==> src/rtl/cov_signal_tracker_if.sv <==
// Bundle of sampling, random-read and snapshot-dump signals for cov_signal_tracker.
// The harness side uses the master modport and the tracker uses the slave modport.
interface cov_signal_tracker_if #(
  parameter int N_SIGNALS = 64,
  parameter int CNT_W     = 8,
  parameter int IDX_W     = $clog2(N_SIGNALS),
  parameter int CCNT_W    = $clog2(N_SIGNALS + 1)
);
  logic                 en;
  logic [N_SIGNALS-1:0] sig;
  logic                 clear;

  logic                 rd_req;
  logic [IDX_W-1:0]     rd_idx;
  logic                 rd_ack;
  logic                 rd_err;
  logic                 rd_seen0;
  logic                 rd_seen1;
  logic [CNT_W-1:0]     rd_count;

  logic                 dump_start;
  logic                 dump_valid;
  logic                 dump_ready;
  logic [IDX_W-1:0]     dump_idx;
  logic                 dump_seen0;
  logic                 dump_seen1;
  logic [CNT_W-1:0]     dump_count;
  logic                 dump_done;

  logic                 new_cov;
  logic [CCNT_W-1:0]    covered_count;
  logic                 all_covered;

  modport master (
    output en, sig, clear, rd_req, rd_idx, dump_start, dump_ready,
    input  rd_ack, rd_err, rd_seen0, rd_seen1, rd_count,
    input  dump_valid, dump_idx, dump_seen0, dump_seen1, dump_count, dump_done,
    input  new_cov, covered_count, all_covered
  );

  modport slave (
    input  en, sig, clear, rd_req, rd_idx, dump_start, dump_ready,
    output rd_ack, rd_err, rd_seen0, rd_seen1, rd_count,
    output dump_valid, dump_idx, dump_seen0, dump_seen1, dump_count, dump_done,
    output new_cov, covered_count, all_covered
  );
endinterface

==> src/rtl/cov_signal_tracker.sv <==
// Per-signal seen0/seen1 coverage tracker with random read and handshaked snapshot dump.
// Optional feature macro: COV_HIT_COUNT_EN adds a saturating per-signal hit counter.
module cov_signal_tracker #(
  parameter int N_SIGNALS = 64,
  parameter int CNT_W     = 8,
  parameter int IDX_W     = $clog2(N_SIGNALS),
  parameter int CCNT_W    = $clog2(N_SIGNALS + 1)
) (
  input  logic                clock,
  input  logic                reset,
  cov_signal_tracker_if.slave bus
);
  localparam logic [0:0] ST_IDLE = 1'b0;
  localparam logic [0:0] ST_DUMP = 1'b1;
  localparam int         SEL_W   = $clog2(N_SIGNALS);

  logic [0:0]           state_reg;
  logic [N_SIGNALS-1:0] seen0_reg;
  logic [N_SIGNALS-1:0] seen1_reg;
  logic [CCNT_W-1:0]    covered_count_reg;
  logic                 new_cov_reg;
  logic [IDX_W-1:0]     dump_idx_reg;
  logic                 dump_done_reg;
  logic                 rd_ack_reg;
  logic                 rd_err_reg;
  logic                 rd_seen0_reg;
  logic                 rd_seen1_reg;

  logic                 in_idle;
  logic                 do_clear;
  logic                 do_sample;
  logic                 do_dump_start;
  logic                 dump_accept;
  logic                 dump_last;
  logic                 rd_in_range;
  logic [SEL_W-1:0]     rd_sel;
  logic [SEL_W-1:0]     dump_sel;
  logic [N_SIGNALS-1:0] seen0_next;
  logic [N_SIGNALS-1:0] seen1_next;
  logic [N_SIGNALS-1:0] newly_covered;
  logic [CCNT_W-1:0]    newly_count;

  // clear outranks both sampling and dump_start; everything is frozen outside IDLE
  assign in_idle       = (state_reg == ST_IDLE);
  assign do_clear      = in_idle && bus.clear;
  assign do_dump_start = in_idle && !bus.clear && bus.dump_start;
  assign do_sample     = in_idle && bus.en && !bus.clear && !bus.dump_start;
  assign dump_accept   = (state_reg == ST_DUMP) && bus.dump_ready;
  assign dump_last     = (32'(dump_idx_reg) == N_SIGNALS - 1);
  assign rd_in_range   = (32'(bus.rd_idx) < N_SIGNALS);
  assign rd_sel        = bus.rd_idx[SEL_W-1:0];
  assign dump_sel      = dump_idx_reg[SEL_W-1:0];

  assign seen0_next = seen0_reg | ~bus.sig;
  assign seen1_next = seen1_reg | bus.sig;

  always_comb begin
    newly_covered = seen0_next & seen1_next & ~(seen0_reg & seen1_reg);
    newly_count   = '0;
    for (int i = 0; i < N_SIGNALS; i++) begin
      newly_count = newly_count + CCNT_W'(newly_covered[i]);
    end
  end

  always_ff @(posedge clock or posedge reset) begin
    if (reset) begin
      state_reg         <= ST_IDLE;
      seen0_reg         <= '0;
      seen1_reg         <= '0;
      covered_count_reg <= '0;
      new_cov_reg       <= 1'b0;
      dump_idx_reg      <= '0;
      dump_done_reg     <= 1'b0;
    end else begin
      new_cov_reg   <= 1'b0;
      dump_done_reg <= 1'b0;
      if (do_clear) begin
        seen0_reg         <= '0;
        seen1_reg         <= '0;
        covered_count_reg <= '0;
      end else if (do_sample) begin
        seen0_reg         <= seen0_next;
        seen1_reg         <= seen1_next;
        covered_count_reg <= covered_count_reg + newly_count;
        new_cov_reg       <= (seen0_next != seen0_reg) || (seen1_next != seen1_reg);
      end
      if (do_dump_start) begin
        state_reg    <= ST_DUMP;
        dump_idx_reg <= '0;
      end else if (dump_accept) begin
        if (dump_last) begin
          state_reg     <= ST_IDLE;
          dump_idx_reg  <= '0;
          dump_done_reg <= 1'b1;
        end else begin
          dump_idx_reg <= dump_idx_reg + 1'b1;
        end
      end
    end
  end

  // Read data captures the state before any update at the request edge
  always_ff @(posedge clock or posedge reset) begin
    if (reset) begin
      rd_ack_reg   <= 1'b0;
      rd_err_reg   <= 1'b0;
      rd_seen0_reg <= 1'b0;
      rd_seen1_reg <= 1'b0;
    end else begin
      rd_ack_reg   <= bus.rd_req;
      rd_err_reg   <= bus.rd_req && !rd_in_range;
      rd_seen0_reg <= bus.rd_req && rd_in_range && seen0_reg[rd_sel];
      rd_seen1_reg <= bus.rd_req && rd_in_range && seen1_reg[rd_sel];
    end
  end

`ifdef COV_HIT_COUNT_EN
  logic [CNT_W-1:0] cnt_vals [N_SIGNALS];
  logic [CNT_W-1:0] rd_count_reg;

  for (genvar gi = 0; gi < N_SIGNALS; gi++) begin : g_hit_cnt
    logic [CNT_W-1:0] cnt_reg;
    always_ff @(posedge clock or posedge reset) begin
      if (reset) begin
        cnt_reg <= '0;
      end else if (do_clear) begin
        cnt_reg <= '0;
      end else if (do_sample && bus.sig[gi] && (cnt_reg != {CNT_W{1'b1}})) begin
        cnt_reg <= cnt_reg + 1'b1;
      end
    end
    assign cnt_vals[gi] = cnt_reg;
  end

  always_ff @(posedge clock or posedge reset) begin
    if (reset) begin
      rd_count_reg <= '0;
    end else begin
      rd_count_reg <= (bus.rd_req && rd_in_range) ? cnt_vals[rd_sel] : '0;
    end
  end

  assign bus.rd_count   = rd_count_reg;
  assign bus.dump_count = cnt_vals[dump_sel];
`else
  assign bus.rd_count   = '0;
  assign bus.dump_count = '0;
`endif

  assign bus.rd_ack        = rd_ack_reg;
  assign bus.rd_err        = rd_err_reg;
  assign bus.rd_seen0      = rd_seen0_reg;
  assign bus.rd_seen1      = rd_seen1_reg;
  assign bus.dump_valid    = (state_reg == ST_DUMP);
  assign bus.dump_idx      = dump_idx_reg;
  assign bus.dump_seen0    = seen0_reg[dump_sel];
  assign bus.dump_seen1    = seen1_reg[dump_sel];
  assign bus.dump_done     = dump_done_reg;
  assign bus.new_cov       = new_cov_reg;
  assign bus.covered_count = covered_count_reg;
  assign bus.all_covered   = (32'(covered_count_reg) == N_SIGNALS);
endmodule

==> src/flat_wrapper.sv <==
// flat-port wrapper written by rule: the top's interface ports become plain ports
module cov_signal_tracker_flat 
#(
  parameter int N_SIGNALS = 64,
  parameter int CNT_W     = 8,
  parameter int IDX_W     = $clog2(N_SIGNALS),
  parameter int CCNT_W    = $clog2(N_SIGNALS + 1)
)
  (clock, reset, bus_en, bus_sig, bus_clear, bus_rd_req, bus_rd_idx, bus_dump_start, bus_dump_ready, bus_rd_ack, bus_rd_err, bus_rd_seen0, bus_rd_seen1, bus_rd_count, bus_dump_valid, bus_dump_idx, bus_dump_seen0, bus_dump_seen1, bus_dump_count, bus_dump_done, bus_new_cov, bus_covered_count, bus_all_covered);
  cov_signal_tracker_if #(.N_SIGNALS(N_SIGNALS), .CNT_W(CNT_W), .IDX_W(IDX_W), .CCNT_W(CCNT_W)) bus_i ();
  input  logic clock;
  input  logic reset;
  input wire logic [$bits(bus_i.en)-1:0] bus_en;
  input wire logic [$bits(bus_i.sig)-1:0] bus_sig;
  input wire logic [$bits(bus_i.clear)-1:0] bus_clear;
  input wire logic [$bits(bus_i.rd_req)-1:0] bus_rd_req;
  input wire logic [$bits(bus_i.rd_idx)-1:0] bus_rd_idx;
  input wire logic [$bits(bus_i.dump_start)-1:0] bus_dump_start;
  input wire logic [$bits(bus_i.dump_ready)-1:0] bus_dump_ready;
  output wire logic [$bits(bus_i.rd_ack)-1:0] bus_rd_ack;
  output wire logic [$bits(bus_i.rd_err)-1:0] bus_rd_err;
  output wire logic [$bits(bus_i.rd_seen0)-1:0] bus_rd_seen0;
  output wire logic [$bits(bus_i.rd_seen1)-1:0] bus_rd_seen1;
  output wire logic [$bits(bus_i.rd_count)-1:0] bus_rd_count;
  output wire logic [$bits(bus_i.dump_valid)-1:0] bus_dump_valid;
  output wire logic [$bits(bus_i.dump_idx)-1:0] bus_dump_idx;
  output wire logic [$bits(bus_i.dump_seen0)-1:0] bus_dump_seen0;
  output wire logic [$bits(bus_i.dump_seen1)-1:0] bus_dump_seen1;
  output wire logic [$bits(bus_i.dump_count)-1:0] bus_dump_count;
  output wire logic [$bits(bus_i.dump_done)-1:0] bus_dump_done;
  output wire logic [$bits(bus_i.new_cov)-1:0] bus_new_cov;
  output wire logic [$bits(bus_i.covered_count)-1:0] bus_covered_count;
  output wire logic [$bits(bus_i.all_covered)-1:0] bus_all_covered;
  assign bus_i.en = bus_en;
  assign bus_i.sig = bus_sig;
  assign bus_i.clear = bus_clear;
  assign bus_i.rd_req = bus_rd_req;
  assign bus_i.rd_idx = bus_rd_idx;
  assign bus_i.dump_start = bus_dump_start;
  assign bus_i.dump_ready = bus_dump_ready;
  assign bus_rd_ack = bus_i.rd_ack;
  assign bus_rd_err = bus_i.rd_err;
  assign bus_rd_seen0 = bus_i.rd_seen0;
  assign bus_rd_seen1 = bus_i.rd_seen1;
  assign bus_rd_count = bus_i.rd_count;
  assign bus_dump_valid = bus_i.dump_valid;
  assign bus_dump_idx = bus_i.dump_idx;
  assign bus_dump_seen0 = bus_i.dump_seen0;
  assign bus_dump_seen1 = bus_i.dump_seen1;
  assign bus_dump_count = bus_i.dump_count;
  assign bus_dump_done = bus_i.dump_done;
  assign bus_new_cov = bus_i.new_cov;
  assign bus_covered_count = bus_i.covered_count;
  assign bus_all_covered = bus_i.all_covered;
  cov_signal_tracker #(.N_SIGNALS(N_SIGNALS), .CNT_W(CNT_W), .IDX_W(IDX_W), .CCNT_W(CCNT_W)) u_core (.clock(clock), .reset(reset), .bus(bus_i));
endmodule
==> config.mk <==
export PLATFORM = sky130hd
export DESIGN_NAME = cov_signal_tracker_flat
export DESIGN_NICKNAME = d
export VERILOG_FILES = /design/src/rtl/cov_signal_tracker_if.sv /design/src/rtl/cov_signal_tracker.sv /design/src/flat_wrapper.sv
export SDC_FILE = /design/constraint.sdc
export NUM_CORES = 1
export LEC_CHECK = 0
export ABC_AREA = 0
export BUFFER_PORTS_ARGS = -buffer_cell sky130_fd_sc_hd__buf_4
export CAP_MARGIN = 20
export CORE_MARGIN = 3
export CORE_UTILIZATION = 55
export CTS_BUF_LIST = sky130_fd_sc_hd__clkbuf_16
export CTS_CLUSTER_DIAMETER = 60
export DETAILED_ROUTE_END_ITERATION = 10
export GPL_ROUTABILITY_DRIVEN = 0
export GPL_TIMING_DRIVEN = 0
export PLACE_DENSITY = 0.78
export SYNTH_ARGS = -nofsm -noshare
export SYNTH_HDL_FRONTEND = slang
export SYNTH_SLANG_ARGS = --single-unit
==> constraint.sdc <==
create_clock -name clock -period 6.15 [get_ports clock]
set_clock_uncertainty 0.2 [all_clocks]
set_input_delay 0.9225 -clock clock [delete_from_list [all_inputs] [get_ports clock]]
set_output_delay 0.9225 -clock clock [all_outputs]
set_load 0.05 [all_outputs]
Word level (Yosys, flattened, before mapping):

Cells that the tools add are included.

* bitwise logic cells: 8
* mux-type cells: 25
* reduce and logical (&&, ||, !) cells: 16
* order comparisons: 2
* eq/ne operators: 4
* add/subtract/negate cells: 65

Operators by type and width (number)
* $add 7x1->7: 62
* $mux 64: 4
* $and 64x64->64: 3
* $ne 64x64->1: 2
* $not 64->64: 2
* $or 64x64->64: 2
* $bmux 1 s6: 4
* $mux 6: 3
* $lt 6x7->1 const B: 2
* $mux 7: 2
* $mux 1: 12
* $logic_and 1x1->1: 9
* $add 7x7->7: 1
* $eq 7x7->1 const B: 1
* $add 6x1->6 const B: 1
* $eq 6x6->1 const B: 1
* $reduce_bool 2->1: 3
* $add 1x1->2: 1
* $logic_not 1->1: 2
* $reduce_and 2->1: 1
* $logic_or 1x1->1: 1
* $not 1->1: 1

* input port bits: 77
* bits in registers: 147

Longest topological paths before layout:

* depth in word-level cells: 70
* depth in mapped cells: 23

Worst setup path before layout:

No wires, ideal clock.

* path type: input port to flip-flop
* start: input port bus_sig[28]
* end: register u_core.covered_count_reg[6], in the netlist u_core.bus.covered_count[6]
* stages on the path: 22
* arrival time: 6.969 ns
* required time: 5.802 ns
* path slack: -1.168 ns
* cells stage by stage: nor2b_1 > nand2_1 > o21ai_0 > fa_1 > inv_1 > fa_1 > inv_1 > fa_1 > inv_1 > fa_1 > fa_1 > fa_1 > fa_1 > fa_1 > inv_1 > ha_1 > fa_1 > a211oi_1 > o21bai_1 > a2111o_1 > o21a_1 > mux2i_1

* cells in the longest elaborated chain, start to end: 43

Ends and longest elaborated chain
* start: declaration: line flat_wrapper.sv:14 `input wire logic [$bits(bus_i.sig)-1:0] bus_sig;`
* $not 64->64: line cov_signal_tracker.sv:54 `assign seen0_next = seen0_reg | ~bus.sig;`
* $or 64x64->64: line cov_signal_tracker.sv:54
* $and 64x64->64 (*) (2 in series): line cov_signal_tracker.sv:58 `newly_covered = seen0_next & seen1_next & ~(seen0_reg & seen1_reg);`
* $add 7x1->7 (*) (36 in series): line cov_signal_tracker.sv:61 `newly_count = newly_count + CCNT_W'(newly_covered[i]);`
* $add 7x7->7 (*): line cov_signal_tracker.sv:84 `covered_count_reg <= covered_count_reg + newly_count;`
* $mux 7 (*): line cov_signal_tracker.sv:81 `end else if (do_sample) begin`
* $mux 7 (*): line cov_signal_tracker.sv:77 `if (do_clear) begin`
* end signal: assignment: line cov_signal_tracker.sv:84
* end: declaration: line cov_signal_tracker.sv:20 `logic [CCNT_W-1:0] covered_count_reg;`

Mark *: on every way between the ends. The rest lies on a longest branch, timed or not. The select of a mux whose other input is x is not followed.
A chain may end at the register's enable or synchronous reset.

Final worst setup path:

* start: input port bus_sig[18]
* end: register u_core.covered_count_reg[6], in the netlist u_core.bus.covered_count[6]

* cells in the longest elaborated chain, start to end: 53

Ends and longest elaborated chain (line)
* $not 64->64: cov_signal_tracker.sv:54
* $or 64x64->64: cov_signal_tracker.sv:54
* $and 64x64->64 (*) (2 in series): cov_signal_tracker.sv:58
* $add 7x1->7 (*) (46 in series): cov_signal_tracker.sv:61
* $add 7x7->7 (*): cov_signal_tracker.sv:84
* $mux 7 (*): cov_signal_tracker.sv:81
* $mux 7 (*): cov_signal_tracker.sv:77

Marks and branches as above.

==> flow_summary.toml <==
[flow_run]
cap_violations = 0

[place]
placed_cell_area_sq_um = 12500
io_buffer_count = 96
dp_hpwl_um = 29500
placedCellCount = 1550
place_ws_ns = -1.41

[pwr]
fin_total_pwr_w = 0.00547
p_sw_w = 0.00243
p_comb_frac = 0.588
pwr-share-clk = 0.181
power_leakage_nw = 6.24
switching_share = 0.443
p_int_w = 0.00305
seqPwrFrac = 0.232
ir_worst_vdd_mv = 0.679
power_density_nw_per_um2 = 407

[floorplan]
num_rows = 51
initial_utilization = 0.570
dieArea_sq_um = 22200
die_h_um = 149
die_x_um = 149
core_region_area_sq_um = 19800
top_level_ports = 116

[grt]
grt_max_degree = 89
grt_pass1_vias = 10312
grt_overflow = 0
grt_first_pass_wirelength_um = 59700
grt_use_total = 0.360
antenna_found_initial = 0

[cells_and_area]
drive_gt1_frac = 0.231
diodes = 0
fillCellCount = 1535
final_common_cell = "nor2_1"
syn2layout_area_growth_pct = 19.3
final_cells = 1595
nets = 1478
final_cell_mix = "nor2_1, dfrtp_1, buf_4"
finalCoreUtilization = 0.680
final_area_sq_um = 13400

[synth]
synthCells = 1172
ys_warn_count = 0
synth.avg_cell_area_sq_um = 9.62
async_flop_share = 1.00
synth_flop_cell = "dfrtp_1"
syn_area_sq_um = 11300
synthDistinctLibCells = 49
synth_seq_cells = 147
synth-edff-count = 0
yosysSeqAreaShare = 0.326

[timing]
max_freq_mhz = 143
finalSetupViolCount = 6
worst_pin_slew_ns = 0.844
finalHoldViolCount = 0
min_period_ns = 7.01
rsz0062_at_grt = "yes"
fin_crit_sh = 1.14
fin_ws_ns = -0.863
slew_violations = 0
relSlewSlack = 0.435

[critical_path]
arrival_ns = 7.13
crit_type = "in2reg"
critPathCaptureType = "flip-flop"
cp-start-kind = "input pin"
required_ns = 6.27
cp_max_fo = 5

[cts]
cts_tree = "done"
clk_latency_ns = 0.44
clock-sinks = 147
cts_hold_buf = 0
clockBufferDepth = 2
cts_buffers = 17
clkTransAtPathRegs_ns = 0.06
cts_max_level = 4
cts-root-buf = "clkbuf_16"

[min_path]
hp-class = "reg2reg"

[route]
drcViolationCount = 8
routed_wl_um = 39200
vias = 10498
drtAntennaViolNets = 0
dr.pass1.iters = 11
via_per_inst = 6.58
wire_per_inst_um = 24.6
drt_iter0_drc = 1689

[outcome]
status = "finished, violations left"
failed_checks = "design-rule violations, negative setup slack"
final timing paths:
path / endpoint / startpoint / cells after the start / slack [ns]
worst max-delay path: u_core.bus.covered_count[6] / bus_sig[18] / 21 / -0.86
worst min-delay path: u_core.bus.covered_count[6] / u_core.bus.covered_count[6] / 1 / 0.30
worst max register to register: u_core.bus.covered_count[6] / u_core.seen1_reg[36] / 19 / -0.76
worst min register to register: u_core.bus.covered_count[6] / u_core.bus.covered_count[6] / 1 / 0.30
max in group asynchronous: u_core.seen0_reg[1] / reset / 3 / 4.55
min in group asynchronous: u_core.seen0_reg[34] / reset / 2 / 0.34
cell usage after synthesis, types with 2 or more instances:
cell type | count | area (sq um)
buf_1 | 4 | 15.0
nor2_1 | 206 | 773
a21o_1 | 3 | 22.5
a211o_1 | 2 | 17.5
xor2_1 | 3 | 26.3
clkbuf_1 | 34 | 128
ha_1 | 29 | 363
nand3b_1 | 13 | 97.6
buf_4 | 21 | 158
or4_1 | 3 | 22.5
o22ai_1 | 19 | 119
nand4_1 | 6 | 37.5
a22o_1 | 3 | 26.3
mux4_2 | 55 | 1240
buf_6 | 5 | 56.3
nand2_1 | 76 | 285
o211ai_1 | 2 | 15.0
nor4_1 | 20 | 125
nor3_1 | 4 | 20.0
a211oi_1 | 2 | 15.0
xnor2_1 | 5 | 43.8
o311ai_0 | 4 | 35.0
and3_1 | 6 | 37.5
a21oi_1 | 113 | 566
a2111oi_0 | 3 | 26.3
nor3b_1 | 30 | 225
fa_1 | 55 | 1100
a31oi_1 | 3 | 18.8
mux2i_1 | 46 | 460
nor2b_1 | 46 | 288
mux4_1 | 8 | 210
dfrtp_1 | 147 | 3680
buf_2 | 8 | 40.0
inv_1 | 64 | 240
mux2_2 | 6 | 67.6
nand2b_1 | 30 | 188
nand3_1 | 11 | 55.1
o21ai_0 | 64 | 320
o21a_1 | 3 | 22.5
worst max-delay path, cell delays in order:
cell and delay (ns):
buf_4 0.13, nor2b_2 0.30, a21oi_2 0.10, fa_1 0.47, fa_1 0.50, inv_1 0.05
fa_1 0.53, inv_2 0.07, fa_1 0.55, fa_1 0.45, fa_1 0.53, fa_1 0.45
fa_1 0.53, inv_2 0.05, ha_4 0.16, fa_2 0.35, a211oi_2 0.22, o21bai_1 0.11
a2111o_1 0.42, o21a_1 0.12, mux2i_1 0.11
power groups by stage:
stage / registers [W] / clock network (W) / logic (W)
global route: 0.00127 / 0.00104 / 0.00354
CTS: 0.00125 / 0.000986 / 0.00309
detailed placement: 0.00126 / 0 / 0.00283
global placement: 0.00125 / 0 / 0.00270
finish: 0.00127 / 0.000988 / 0.00322
floorplan: 0.00127 / 0 / 0.00200
through the flow:
stage | setup TNS [ns] | hold WS (ns)
final | -2.98 | 0.301
after global routing | -3.46 | 0.339
after CTS | -2.70 | 0.313
after detailed placement | -5.60 | 0.305
after global placement | -113.79 | 0.290
after floorplan | -1.68 | 0.306
metal layers:
metal	part of all wire	track usage	up-vias
met1	0.34	0.465	5007
met5	0	0	-
met2	0.44	0.542	883
met4	0.071	0.183	0
li1	-	-	4377
met3	0.15	0.126	231
area by class of cell:
class	count	area, sq um	area share
sequential	147	3680	0.274
multi-input combinational	905	7340	0.546
clock inverter	15	119	0.00884
buffer	72	397	0.0295
clock buffer	17	425	0.0316
timing repair buffer	110	911	0.0677
tap	265	332	0.0247
inverter	64	245	0.0182
cells by family (layout without fill, tap and decap cells):
family / Yosys count / in the layout / share of synthesized area
muxes: 115 / 115 / 0.175
adders and majority gates: 84 / 84 / 0.130
AOI/OAI and AO/OA: 225 / 225 / 0.110
other: 1 / 17 / 0.000333
xor gates and xnor gates: 8 / 8 / 0.00622
and+or+nand+nor: 456 / 456 / 0.195
DFF: 147 / 147 / 0.326
buffers and inverters: 136 / 278 / 0.0565
timing repair:
action / CTS / global route
pin swaps: 15 / 12
endpoints found under the setup margin: 6 / 6
resized for setup: 56 / 32
buffers inserted: 10 / 4
Note: power is estimated with default switching activity, not from simulation.
